<file path="src/rtl/alu_result_latch.sv">
// alu_result_latch: freezes the 8-bit ALU result on a debounced push-button press.
// The held value is shown on LEDR and on two seven-segment digits, and captures are counted modulo 16.
// Optional history register: define ALU_HISTORY_EN to build Prev and drive PrevOut from it.
module alu_result_latch #(
    parameter int DEBOUNCE_CYCLES = 4
) (
    input  logic       Clock,
    input  logic       Reset_b,
    input  logic [7:0] ALUOut,
    input  logic       Capture_n,
    output logic [7:0] LEDR,
    output logic [6:0] HEX0,
    output logic [6:0] HEX1,
    output logic       Valid,
    output logic [3:0] CaptureCount,
    output logic [7:0] PrevOut
);

    localparam int CNT_W = ($clog2(DEBOUNCE_CYCLES) < 1) ? 1 : $clog2(DEBOUNCE_CYCLES);
    localparam logic [CNT_W-1:0] CNT_LAST = CNT_W'(DEBOUNCE_CYCLES - 1);
    localparam logic [CNT_W-1:0] CNT_ONE  = CNT_W'(1);

    typedef enum logic [1:0] {
        IDLE,
        DEB_PRESS,
        HELD,
        DEB_RELEASE
    } state_t;

    state_t           state_q, state_d;
    logic [CNT_W-1:0] cnt_q, cnt_d;
    logic [1:0]       sync_q, sync_d;
    logic [7:0]       result_q, result_d;
    logic             valid_q, valid_d;
    logic [3:0]       count_q, count_d;
    logic             key_s;
    logic             capture;

`ifdef ALU_HISTORY_EN
    logic [7:0]       prev_q, prev_d;
`endif

    // Active-low standard hex glyphs, bit order {g,f,e,d,c,b,a}.
    function automatic logic [6:0] seg7(input logic [3:0] nib);
        logic [6:0] seg;
        case (nib)
            4'h0: seg = 7'b1000000;
            4'h1: seg = 7'b1111001;
            4'h2: seg = 7'b0100100;
            4'h3: seg = 7'b0110000;
            4'h4: seg = 7'b0011001;
            4'h5: seg = 7'b0010010;
            4'h6: seg = 7'b0000010;
            4'h7: seg = 7'b1111000;
            4'h8: seg = 7'b0000000;
            4'h9: seg = 7'b0010000;
            4'hA: seg = 7'b0001000;
            4'hB: seg = 7'b0000011;
            4'hC: seg = 7'b1000110;
            4'hD: seg = 7'b0100001;
            4'hE: seg = 7'b0000110;
            default: seg = 7'b0001110;
        endcase
        return seg;
    endfunction

    assign key_s = sync_q[1];

    // Next-state logic: synchronizer shift, debounce FSM, and the single-edge capture actions.
    always_comb begin
        sync_d   = {sync_q[0], Capture_n};
        state_d  = state_q;
        cnt_d    = cnt_q;
        result_d = result_q;
        valid_d  = valid_q;
        count_d  = count_q;
        capture  = 1'b0;

        case (state_q)
            IDLE: begin
                if (!key_s) begin
                    state_d = DEB_PRESS;
                    cnt_d   = CNT_ONE;
                end else begin
                    cnt_d   = '0;
                end
            end
            DEB_PRESS: begin
                if (key_s) begin
                    state_d = IDLE;
                    cnt_d   = '0;
                end else if (cnt_q == CNT_LAST) begin
                    capture = 1'b1;
                    state_d = HELD;
                    cnt_d   = '0;
                end else begin
                    cnt_d   = cnt_q + CNT_ONE;
                end
            end
            HELD: begin
                if (key_s) begin
                    state_d = DEB_RELEASE;
                    cnt_d   = CNT_ONE;
                end
            end
            DEB_RELEASE: begin
                if (!key_s) begin
                    state_d = HELD;
                    cnt_d   = '0;
                end else if (cnt_q == CNT_LAST) begin
                    state_d = IDLE;
                    cnt_d   = '0;
                end else begin
                    cnt_d   = cnt_q + CNT_ONE;
                end
            end
            default: begin
                state_d = IDLE;
                cnt_d   = '0;
            end
        endcase

        if (capture) begin
            result_d = ALUOut;
            valid_d  = 1'b1;
            count_d  = count_q + 4'd1;
        end
    end

`ifdef ALU_HISTORY_EN
    // History: remember the value being replaced whenever a new capture lands.
    always_comb begin
        prev_d = prev_q;
        if (capture) begin
            prev_d = result_q;
        end
    end
`endif

    // State registers; synchronous reset wins over any capture on the same edge.
    always_ff @(posedge Clock) begin
        if (!Reset_b) begin
            state_q  <= IDLE;
            cnt_q    <= '0;
            sync_q   <= 2'b11;
            result_q <= 8'h00;
            valid_q  <= 1'b0;
            count_q  <= 4'h0;
`ifdef ALU_HISTORY_EN
            prev_q   <= 8'h00;
`endif
        end else begin
            state_q  <= state_d;
            cnt_q    <= cnt_d;
            sync_q   <= sync_d;
            result_q <= result_d;
            valid_q  <= valid_d;
            count_q  <= count_d;
`ifdef ALU_HISTORY_EN
            prev_q   <= prev_d;
`endif
        end
    end

    assign LEDR         = result_q;
    assign Valid        = valid_q;
    assign CaptureCount = count_q;
    assign HEX0         = valid_q ? seg7(result_q[3:0]) : 7'b1111111;
    assign HEX1         = valid_q ? seg7(result_q[7:4]) : 7'b1111111;

`ifdef ALU_HISTORY_EN
    assign PrevOut = prev_q;
`else
    assign PrevOut = 8'h00;
`endif

endmodule

</file>
<file path="config.mk">
export PLATFORM = sky130hd
export DESIGN_NAME = alu_result_latch
export DESIGN_NICKNAME = d
export VERILOG_FILES = /design/src/rtl/alu_result_latch.sv
export SDC_FILE = /design/constraint.sdc
export NUM_CORES = 1
export LEC_CHECK = 0
export ABC_AREA = 0
export BUFFER_PORTS_ARGS = -buffer_cell sky130_fd_sc_hd__buf_2
export CORE_MARGIN = 4
export CORE_UTILIZATION = 42
export CTS_BUF_LIST = sky130_fd_sc_hd__clkbuf_4 sky130_fd_sc_hd__clkbuf_8 sky130_fd_sc_hd__clkbuf_16
export CTS_CLUSTER_SIZE = 14
export DETAILED_ROUTE_END_ITERATION = 10
export PLACE_DENSITY = 0.65
export SLEW_MARGIN = 10
export SYNTH_ARGS = -nofsm -noshare
export SYNTH_HDL_FRONTEND = slang
export SYNTH_SLANG_ARGS = --single-unit
</file>
<file path="constraint.sdc">
create_clock -name Clock -period 3.55 [get_ports Clock]
set_clock_uncertainty 0.2 [all_clocks]
set_input_delay 1.065 -clock Clock [delete_from_list [all_inputs] [get_ports Clock]]
set_output_delay 1.065 -clock Clock [all_outputs]
set_load 0.02 [all_outputs]
</file>
Word level (Yosys, flattened, before mapping)
Memory sizes are Yosys's and may differ from the RTL's. A register that Yosys moved wholly into a read port is not among the register bits.
Cells that the tools add are included.
Widths: inputs -> output; s select.
Operators by class
  add/sub/neg operators: 2
  equal/unequal tests: 8
  reductions and logical operators: 2
  mux-type cells: 22
Operators with widths (number)
  $mux 2: 10
  $mux 4: 4
  $pmux 2 s4: 2
  $mux 7: 2
  $eq 2x2->1 const B: 3
  $ne 3x3->1 const B: 2
  $add 4x1->4 const B: 1
  $mux 1: 4
  $ne 2x2->1 const B: 2
  $reduce_and 4->1: 1
  $add 2x1->2 const B: 1
  $eq 2x1->1 const B: 1
  $logic_not 2->1: 1
Word-level totals
  memories kept: 2
  register bits after elaboration: 19
  output and inout port bits: 35
  input bits: 11
  memory bits (read-only): 224
Memory list
  (name not given): depth 16, width 7, read ports 1, clocked after Yosys merged registers in 1, write ports 0, RTL line 46  | case (nib)
  (name not given): depth 16, width 7, read ports 1, clocked after Yosys merged registers in 1, write ports 0, RTL line 46

Depth between registers and ports, before layout
  depth in word-level cells: 6
  depth in mapped cells: 12
  gate-level depth less buffers: 10

Least setup slack after synthesis
No wires, ideal clock.
  path type: in2reg
  start: in Reset_b
  end: reg (tool-made name)
  data required time: 3.264 ns
  setup time: 0.086 ns
  setup slack: 0.451 ns
  cell stages on the path: 10
  arrival: 2.814 ns
  cell sequence: clkbuf_1 > inv_1 > clkbuf_1 > a21oi_1 > inv_1 > ha_1 > a21oi_1 > mux2i_1 > o211ai_1 > a211oi_1
RTL lines
  start, declared: RTL line 8  | input logic Reset_b,

==> run summary <==
WORST SETUP PATH
----------------------------------------------------------------------------------
CP cell instances                                                     ha_1 > nand4bb_1 > buf_4 > mux2i_1 > nor2_1 > ha_1 > a211oi_1 > o32a_1 > a21oi_1
Worst stage delay on the critical path                                      450 ps
Critical path launch point type                                               flop
Endpoint required time on the critical path                                3530 ps
Critical path peak fanout                                                       10
Critical path endpoint category                                               flop
Cell with the largest stage delay on the worst path                   sky130_fd_sc_hd__nand4bb_1
Most common cell on crit path                                         sky130_fd_sc_hd__ha_1
Setup CP Type                                                           reg -> reg
Data arrival time at the worst-slack endpoint                              2930 ps

YOSYS
----------------------------------------------------------------------------------
Count of state elements after synthesis                                         33
Largest cells by area after synthesis                                 sky130_fd_sc_hd__dfxtp_1 34%, sky130_fd_sc_hd__ha_1 9.1%, sky130_fd_sc_hd__nand2b_1 6.5%, sky130_fd_sc_hd__mux2i_1 3.7%, sky130_fd_sc_hd__buf_4 3.5%
Fraction of registers with async set/reset                                      0%
Number of flops mapped to enable cells by yosys                                  0
Sequential element share of the synthesized area                             34.4%
Yosys warnings                                                                   0
Mapped Cells                                                                   223
Leading area contributor after synthesis                              sky130_fd_sc_hd__dfxtp_1
Netlist cell types                                                              43
Mapped Area                                                               1920 µm²
Mean post-synth cell area                                                 8.61 µm²
Most numerous cell types in the synthesized netlist                   33 x sky130_fd_sc_hd__dfxtp_1, 20 x sky130_fd_sc_hd__nand2b_1, 16 x sky130_fd_sc_hd__nand2_1, 14 x sky130_fd_sc_hd__ha_1, 13 x sky130_fd_sc_hd__nand3_1
Top-count cell post-synth                                             sky130_fd_sc_hd__dfxtp_1
Share of the synthesized area in the top cell type                           34.4%
Most used DFF post-synth                                              sky130_fd_sc_hd__dfxtp_1

FINAL LAYOUT
----------------------------------------------------------------------------------
Area delta synth->final                                                      17.1%
Fillcell total                                                                 417
Final layout net count                                                         287
Total inserted antenna cells                                                     0
Share of final-layout standard cells stronger than drive strength 1          22.1%

CLOCKING
----------------------------------------------------------------------------------
Total setup buffers inserted after CTS                                           0
Resized Gates After CTS                                                          0
Number of buffers inserted by hold repair at cts                                 0
TritonCTS sink count                                                            33
Buffer depth of the longest clock path                                           2
Clk Latency, worst-skew pair                                                290 ps
Clock transition at path regs                                                70 ps
TritonCTS buffer count                                                           5
Master cell of the clock root buffer                                  sky130_fd_sc_hd__clkbuf_8
# H-tree levels                                                                  2
CTS tree                                                                       yes

STA
----------------------------------------------------------------------------------
Final worst path period need                                               2950 ps
Final hold violation count                                                       0
Unrepaired setup endpoints after global routing                                 no
Final Max Slew Viols                                                             0
Peak Freq                                                                  339 MHz
Post-route clock period utilization                                          83.1%
Number of setup violations in the final report                                   0
Total Neg Setup Slack                                                         0 ps
Worst slew margin                                                            50.5%
Worst Max-Slew Pin Slew                                                     722 ps

WORST HOLD PATH
----------------------------------------------------------------------------------
Hold/Removal Path Class                                                 reg -> reg

RUN STATUS
----------------------------------------------------------------------------------
Outcome                                                               finished clean

ROUTING
----------------------------------------------------------------------------------
Number of detailed-route iterations in the first pass                            4
Count of unresolved DRC violations after routing                                 0
Vias after detailed routing                                                   1655
Detailed router's first-iteration violation count                              100
Mean routed wirelength per cell                                            13.7 µm
Vias per std cell                                                             5.25
Number of nets with antenna violations after routing                             0
Routed WL                                                                  4310 µm

DIE
----------------------------------------------------------------------------------
Die Ht                                                                     75.6 µm
Initial standard-cell utilization of the core                                43.8%
Number of placement rows                                                        24
Area of the core                                                          4380 µm²
Die outline area                                                          5720 µm²
Die X-Extent                                                               75.6 µm
Top Ports                                                                       46

PLACED DESIGN
----------------------------------------------------------------------------------
Final RePlAce weighted congestion                                            0.849
HPWL Detailed                                                              3150 µm
Count of port buffers added during placement                                    37

GRT
----------------------------------------------------------------------------------
Sum of overflow across all layers after global routing                           0
Number of global-route vias before repair                                     1422
Antenna violations before repair                                                 0
Global-route wire length before repair                                     7070 µm
Maximum number of pins on one net before global-route repair                    23
All-layer global routing usage                                               16.2%

POWER
----------------------------------------------------------------------------------
Power Total                                                             0.000782 W
Highest ir drop seen on vdd                                             0.000153 V
Leakage power total                                                       0.947 nW
P per Cell Area                                                         348 nW/µm²

FLOW RUN
----------------------------------------------------------------------------------
Number of maximum-capacitance violations                                         0

[stage by stage]
step | worst slack, ps | utilization, % | instances | hold slack, ps | cell area (µm²)
2_1_floorplan | 451 | - | 230 | 186 | 1950
4_1_cts | 602 | 51.3 | 315 | 214 | 2250
3_3_place_gp | 639 | 48.5 | 307 | 200 | 2130
6_report | 600 | 51.3 | 315 | 211 | 2250
5_1_grt | 279 | 51.3 | 315 | 219 | 2250
3_5_place_dp | 513 | 48.5 | 307 | 201 | 2130
[cells by family after synthesis]
logic type	share of synthesized area, %
adder cells (fa/ha/maj)	9.13
other	0.195
buffers and inverters	8.67
AO/OA/AOI/OAI	15.9
flip-flops	34.4
XOR/XNOR	1.37
multiplexers	6.39
AND/OR/NAND/NOR	23.9
[metal layers]
layer | wire length, µm | track usage (%)
met4 | 66 | 6.41
met2 | 1920 | 23.8
met3 | 273 | 3.30
met5 | 0 | 0
met1 | 2060 | 23.2
[final timing paths]
check | end | depth (start not counted) | startpoint | slack, ps
max | flop | 9 | cnt_q[0] | 600
min | sync_q[1] | 1 | sync_q[0] | 210
max reg2reg | flop | 9 | cnt_q[0] | 600
min reg2reg | sync_q[1] | 1 | sync_q[0] | 210
[cell type report]
| type | count | area [µm²] | share of cell area, % |
|---|---|---|---|
| sequential | 33 | 661 | 29.4 |
| clock buffer | 7 | 90.1 | 4.01 |
| clock inverter | 1 | 30.0 | 1.34 |
| inverter | 14 | 52.6 | 2.34 |
| tap | 52 | 65.1 | 2.90 |
| multi-input combinational | 165 | 1120 | 49.8 |
| timing repair buffer | 43 | 230 | 10.2 |
[worst max-delay path: cells and delay by family, from the launching register on]
kind / cells / cell delay [ps]
multiplexers: 1 / 270
adder cells (fa/ha/maj): 2 / 610
flip-flops: 1 / 360
AND/OR/NAND/NOR: 2 / 600
AO/OA/AOI/OAI: 3 / 470
buffers and inverters: 1 / 350
[placed cells by master, fill, tap and decap left out, types with 3 or more instances in the layout]
cell type	n
sky130_fd_sc_hd__a211oi_1	3
sky130_fd_sc_hd__a21o_1	3
sky130_fd_sc_hd__a21oi_1	11
sky130_fd_sc_hd__buf_2	37
sky130_fd_sc_hd__buf_4	6
sky130_fd_sc_hd__clkbuf_8	6
sky130_fd_sc_hd__conb_1	8
sky130_fd_sc_hd__dfxtp_1	33
sky130_fd_sc_hd__ha_1	14
sky130_fd_sc_hd__inv_1	12
sky130_fd_sc_hd__mux2i_1	7
sky130_fd_sc_hd__nand2_1	16
sky130_fd_sc_hd__nand2b_1	20
sky130_fd_sc_hd__nand3_1	13
sky130_fd_sc_hd__nand4_1	5
sky130_fd_sc_hd__nor2_1	12
sky130_fd_sc_hd__nor2b_1	4
sky130_fd_sc_hd__nor3_1	3
sky130_fd_sc_hd__nor3b_1	5
sky130_fd_sc_hd__o211ai_1	3
sky130_fd_sc_hd__o21ai_0	5
sky130_fd_sc_hd__o22ai_1	7
[power by group]
group / total, W / internal (W) / leakage (nW) / switching [W]
logic: 0.0000336 / 0.0000100 / 0.619 / 0.0000236
registers: 0.000374 / 0.000372 / 0.266 / 0.00000212
clock network: 0.000375 / 0.000236 / 0.0619 / 0.000138
total: 0.000782 / 0.000618 / 0.947 / 0.000164
No activity file was read; power rests on OpenSTA's default activity.
